[src/rtl/inst_fetch.sv]
// Instruction fetch: assembles a 32-bit instruction from four little-endian byte
// reads on the shared memory port and holds it at the IF/ID boundary until taken.
module inst_fetch #(
    parameter logic [31:0] RESET_PC = 32'h0000_0000
) (
    input  logic        clk,
    input  logic        rst,
    input  logic        jump_flag_i,
    input  logic [31:0] jump_addr_i,
    input  logic        inst_ready_i,
    input  logic        mem_grant_i,
    input  logic [7:0]  mem_din_i,
    output logic        mem_req_o,
    output logic [31:0] mem_a_o,
    output logic        inst_valid_o,
    output logic [31:0] inst_o,
    output logic [31:0] pc_o
);

    localparam logic [0:0] FETCH = 1'b0;
    localparam logic [0:0] HOLD  = 1'b1;

    logic [0:0]  state;
    logic [31:0] pc;
    logic [2:0]  issue_cnt;
    logic [1:0]  recv_cnt;
    logic        pending;
    logic [7:0]  byte0, byte1, byte2;

    // Request/address come only from registered state, never from inst_ready_i.
    assign mem_req_o = (state == FETCH) && (issue_cnt < 3'd4);
    assign mem_a_o   = (state == FETCH) ? pc + {29'd0, issue_cnt} : pc;

    always_ff @(posedge clk) begin
        if (rst) begin
            state        <= FETCH;
            pc           <= RESET_PC;
            issue_cnt    <= 3'd0;
            recv_cnt     <= 2'd0;
            pending      <= 1'b0;
            byte0        <= 8'd0;
            byte1        <= 8'd0;
            byte2        <= 8'd0;
            inst_valid_o <= 1'b0;
            inst_o       <= 32'd0;
            pc_o         <= 32'd0;
        end else if (jump_flag_i) begin
            // Redirect wins over a completing capture or a handshake this cycle.
            state        <= FETCH;
            pc           <= jump_addr_i;
            issue_cnt    <= 3'd0;
            recv_cnt     <= 2'd0;
            pending      <= 1'b0;
            inst_valid_o <= 1'b0;
        end else if (state == FETCH) begin
            if (mem_req_o && mem_grant_i) begin
                issue_cnt <= issue_cnt + 3'd1;
                pending   <= 1'b1;
            end else begin
                pending   <= 1'b0;
            end
            if (pending) begin
                recv_cnt <= recv_cnt + 2'd1;
                case (recv_cnt)
                    2'd0:    byte0 <= mem_din_i;
                    2'd1:    byte1 <= mem_din_i;
                    2'd2:    byte2 <= mem_din_i;
                    default: begin
                        inst_o       <= {mem_din_i, byte2, byte1, byte0};
                        pc_o         <= pc;
                        inst_valid_o <= 1'b1;
                        state        <= HOLD;
                        issue_cnt    <= 3'd0;
                    end
                endcase
            end
        end else if (inst_ready_i) begin
            inst_valid_o <= 1'b0;
            pc           <= pc + 32'd4;
            state        <= FETCH;
        end
    end

endmodule

[config.mk]
export PLATFORM = sky130hd
export DESIGN_NAME = inst_fetch
export DESIGN_NICKNAME = d
export VERILOG_FILES = /design/src/rtl/inst_fetch.sv
export SDC_FILE = /design/constraint.sdc
export NUM_CORES = 1
export LEC_CHECK = 0
export ABC_AREA = 1
export CAP_MARGIN = 30
export CORE_MARGIN = 10
export CORE_UTILIZATION = 41
export CTS_CLUSTER_DIAMETER = 30
export CTS_CLUSTER_SIZE = 20
export DETAILED_ROUTE_END_ITERATION = 7
export GPL_TIMING_DRIVEN = 0
export PLACE_DENSITY = 0.68
export SYNTH_ARGS = -nofsm -noshare
export SYNTH_HDL_FRONTEND = slang
export SYNTH_SLANG_ARGS = --single-unit
[constraint.sdc]
create_clock -name clk -period 5.1 [get_ports clk]
set_clock_uncertainty 0.1 [all_clocks]
set_input_delay 0.765 -clock clk [delete_from_list [all_inputs] [get_ports clk]]
set_output_delay 0.765 -clock clk [all_outputs]
set_load 0.005 [all_outputs]
* Word-level counts from Yosys, hierarchy flattened *
Cells that the tools add are included.

cells by class
  add/subtract/negate cells = 4
  $lt $le $gt $ge = 1
  eq/ne operators = 4
  mux-type cells = 16
  bitwise gates (word level) = 3
  reductions and logical operators = 15

operator list
  operator                 number
  $mux W32                 4
  $add A32 B3 Y32          1
  $add A32 B3 Y32 const B  1
  $reduce_and A4 Y1        4
  $mux W1                  9
  $mux W3                  3
  $reduce_bool A2 Y1       3
  $reduce_and A2 Y1        2
  $add A3 B1 Y3 const B    1
  $lt A3 B3 Y1 const B     1
  $not A1 Y1               3
  $reduce_and A3 Y1        1
  $reduce_or A3 Y1         1
  $add A2 B1 Y2 const B    1
  $eq A2 B1 Y1 const B     1
  $eq A2 B2 Y1 const B     1
  $logic_and A1 B1 Y1      2
  $logic_not A2 Y1         1
  $ne A2 B1 Y1 const B     1
  $ne A2 B2 Y1 const B     1
  $reduce_or A2 Y1         1

word-level totals
  flip-flop bits (word level) = 128
  output and inout port bits = 98
  logic and storage cells = 54

* Longest topological paths before layout *
  word-level depth = 6
  depth in mapped cells = 12
  depth with buffers taken out = 12

* Worst setup path after synthesis *
OpenSTA, ideal clock, no wires.

  kind = reg2out
  from = reg pc[0]
  to = out mem_a_o[18]
  data arrival time = 1543 ps
  required time = 4235 ps
  path slack = 2692 ps
  stages on the path, launching flop included = 11
  cells stage by stage = dfxtp_1 ha_1 fa_1 nand2_1 nand2_1 nand3_2 inv_2 nand2_2 nor2_2 nand2_1 xor2_1

on the way
  longest elaborated chain between the ends = 2

RTL lines
  element                 RTL line  text
  start, declared         24        logic [31:0] pc;
  start signal, assigned  50        pc <= jump_addr_i;
  start signal, assigned  79        pc <= pc + 32'd4;
  $add A32 B3 Y32         32        assign mem_a_o = (state == FETCH) ? pc + {29'd0, issue_cnt} : pc;
  $mux W32                32
  end, declared           14        output logic [31:0] mem_a_o,

Every way passes these cells.

* Worst setup path after layout *
  from = reg pc[0]
  to = out mem_a_o[28]

The elaborated chain is that of the path after synthesis.

==> results.py <==
metrics = {
    "outcome": {
        "status": "completed",
    },
    "timing": {
        "worst_pin_slew_ns": 0.6786,
        "setup_ws_ns": 1.462,
        "maxSlewHeadroom": 0.5476,
        "setup_tns_ns": 0,
        "slew_violations": 0,
        "rsz0062_at_grt": "no",
        "fmax_mhz": 274.9,
        "layout_min_cycle_time_ns": 3.638,
        "fin_crit_sh": 0.7133,
        "setup_viol": 0,
        "finalHoldViolCount": 0,
    },
    "logic_synthesis": {
        "synth-seq-cells": 128,
        "synth_cells": 897,
        "synth.distinct_cells": 34,
        "ys.warnings.count": 0,
        "syn_area_um2": 6203,
        "syn_area_per_cell_um2": 6.916,
        "synth-seq-area-share": 0.4131,
        "syn_nets": 952,
    },
    "floorplanning": {
        "core_um2": 14700,
        "fp.dieW_um": 143.0,
        "start_util": 0.4220,
        "io_pins": 143,
        "rows": 44,
        "die_area_um2": 20450,
        "die_height_um": 143.0,
    },
    "setup_path": {
        "startpoint_type": "register",
        "required_ns": 4.24,
        "cp_data_arrival_time_ns": 2.77,
        "cp_max_fo": 4,
        "critPathMaxStageDelay_ns": 0.54,
        "slowest_stage": "clkdlybuf4s50_1",
        "endpoint_kind": "primary output",
        "crit_top_cell": "nand2_1",
        "worstSetupPathType": "register to primary output",
        "path_cells": "ha_1, fa_1, nand2_1, nand2_1, nand3_2, inv_2, nand2_2, nor2_1, nand2_1, xor2_1, clkdlybuf4s50_1",
    },
    "layout": {
        "area_delta_synth_final_pct": 36.12,
        "fin_area_um2": 8444,
        "drive_gt1_frac": 0.07843,
        "nets": 1113,
        "diodes": 0,
    },
    "placement": {
        "portBuffers": 142,
        "place.detailed.hpwl_um": 16900,
        "dpl_worst_slack_ns": 1.937,
        "placed_area_um2": 7855,
        "gp_congestion": 0.9592,
    },
    "global_routing": {
        "grt_pass1_wl_um": 34500,
        "grt_usage": 0.2175,
        "overflow": 0,
        "grt_antenna_before_repair": 0,
        "grt_pass1_vias": 6108,
        "grt_max_degree": 17,
    },
    "run": {
        "maxCapViolations": 0,
    },
    "drt": {
        "dr.pass1.iters": 5,
        "drt_wl_total_um": 22390,
        "vias_per_cell": 5.157,
        "route.vias.total": 6472,
        "wl_per_cell_um": 17.84,
        "postRouteAntennaNets": 0,
        "drt_iter0_markers": 602,
        "drc": 0,
    },
    "clocking": {
        "clk_pin_slew_ns": 0.06,
        "clock-root-buffer": "clkbuf_16",
        "numClockSinks": 128,
        "cts_setup_buffers": 0,
        "cts_tree": "done",
        "cts_max_level": 4,
        "clock_latency_ns": 0.42,
        "cts_resized": 0,
        "clockBufferDepth": 2,
        "postCtsHoldBufs": 0,
        "numCtsBuffers": 17,
    },
    "power_and_ir_drop": {
        "vdd_ir_drop_max_mv": 0.2319,
        "p_leak_nw": 3.430,
        "power_mw": 2.475,
        "powerDensity_nw_per_um2": 293.0,
    },
    "min_path": {
        "min_path_type": "register to register",
    },
}
==> Yosys cell counts, drive strengths merged <==
cell type  instances  area share
a22oi              1      0.0012
clkbuf            22       0.014
a31oi              8      0.0081
nand2            159        0.10
o22ai              1      0.0010
nor3               6      0.0065
o21ai            119       0.096
xnor2              5      0.0071
inv               74       0.045
nand4              4      0.0040
o211ai             1      0.0012
nor2             215        0.14
o21a               1      0.0012
xor2              27       0.038
and2               1      0.0010
dfxtp            128        0.41
o2111ai            1      0.0014
nand3             50       0.043
buf               16       0.015
a21oi             48       0.039
fa                 1      0.0032
ha                 9       0.018
==> per-stage QoR <==
stage | hold slack (ns) | utilization | instances
finish | 0.3728 | 0.5745 | 1255
global route | 0.3946 | 0.5745 | 1255
CTS | 0.3719 | 0.5745 | 1255
detailed placement | 0.3630 | 0.5344 | 1223
global placement | 0.3621 | 0.5344 | 1223
floorplan | 0.3557 | - | 897
==> cell families after synthesis <==
kind of cell             Yosys count  synth area share
AO/OA/AOI/OAI                    180            0.1489
buffers and inverters            112           0.07281
adder cells (fa/ha/maj)           10           0.02138
XOR/XNOR                          32           0.04518
AND/OR/NAND/NOR                  435            0.2987
flip-flops                       128            0.4131
==> per-layer routing <==
metal | GRT usage | part of all wire | vias to the layer above
met4 | 0.04777 | 0.012 | 0
met2 | 0.3452 | 0.46 | 237
met1 | 0.2891 | 0.45 | 3017
met5 | 0 | 0 | -
met3 | 0.05771 | 0.079 | 21
li1 | - | - | 3197
==> power by group <==
| group | switching (mW) | total (mW) | internal [mW] |
|---|---|---|---|
| clock network | 0.473 | 1.22 | 0.749 |
| registers | 0.0273 | 1.05 | 1.02 |
| logic | 0.112 | 0.206 | 0.0941 |
==> worst max-delay path: cells and delay by family (launching register included) <==
family,cells,cell delay [ns]
XOR/XNOR,1,0.15
buffers and inverters,2,0.66
flip-flops,1,0.38
adder cells (fa/ha/maj),2,0.42
AND/OR/NAND/NOR,6,0.74
==> worst paths after layout <==
check	startpoint	to	slack, ns	cells after the start
min reg2reg	inst_valid_o	inst_valid_o	0.37	2
max reg2reg	state	pc[12]	3.05	7
min	inst_valid_o	inst_valid_o	0.37	2
max	pc[0]	mem_a_o[28]	1.46	11
==> cell usage in the layout (no fill, tap or decap), types with 3 or more instances in the layout <==
master           synthesis  layout
nand2_1                149     149
xnor2_1                  5       5
clkbuf_1                21      23
nor2_1                 196     196
inv_2                    4       4
ha_1                     9       9
nand3_1                 47      47
nand2_2                  9       9
clkdlybuf4s50_1          0     142
a21oi_1                 48      48
nand4_1                  4       4
nor3_1                   4       4
nor2_4                   7       7
nand3_2                  3       3
a31oi_1                  8       8
xor2_1                  27      27
inv_1                   70      70
clkbuf_16                0      17
o21ai_1                  4       4
buf_2                   12      12
nor2_2                  12      12
inv_6                    0       3
o21ai_0                115     115
dfxtp_1                128     128
==> registers in the layout (all words and copies together), names as in the netlist <==
signal	count
inst_o	32
pc	32
pc_o	32
byte0	8
byte1	8
byte2	8
issue_cnt	3
recv_cnt	2
inst_valid_o	1
pending	1
state	1
==> layout make-up <==
type,instances,area [um^2]
Timing Repair Buffer,142,1421
Inverter,74,277.8
Sequential cell,128,2562
Multi-Input combinational cell,657,3189
Tap cell,184,230.2
Fill cell,1445,6255
Buffer,38,173.9
Clock inverter,11,128.9
Clock buffer,21,460.4
Power figures use the tool's default switching activity.
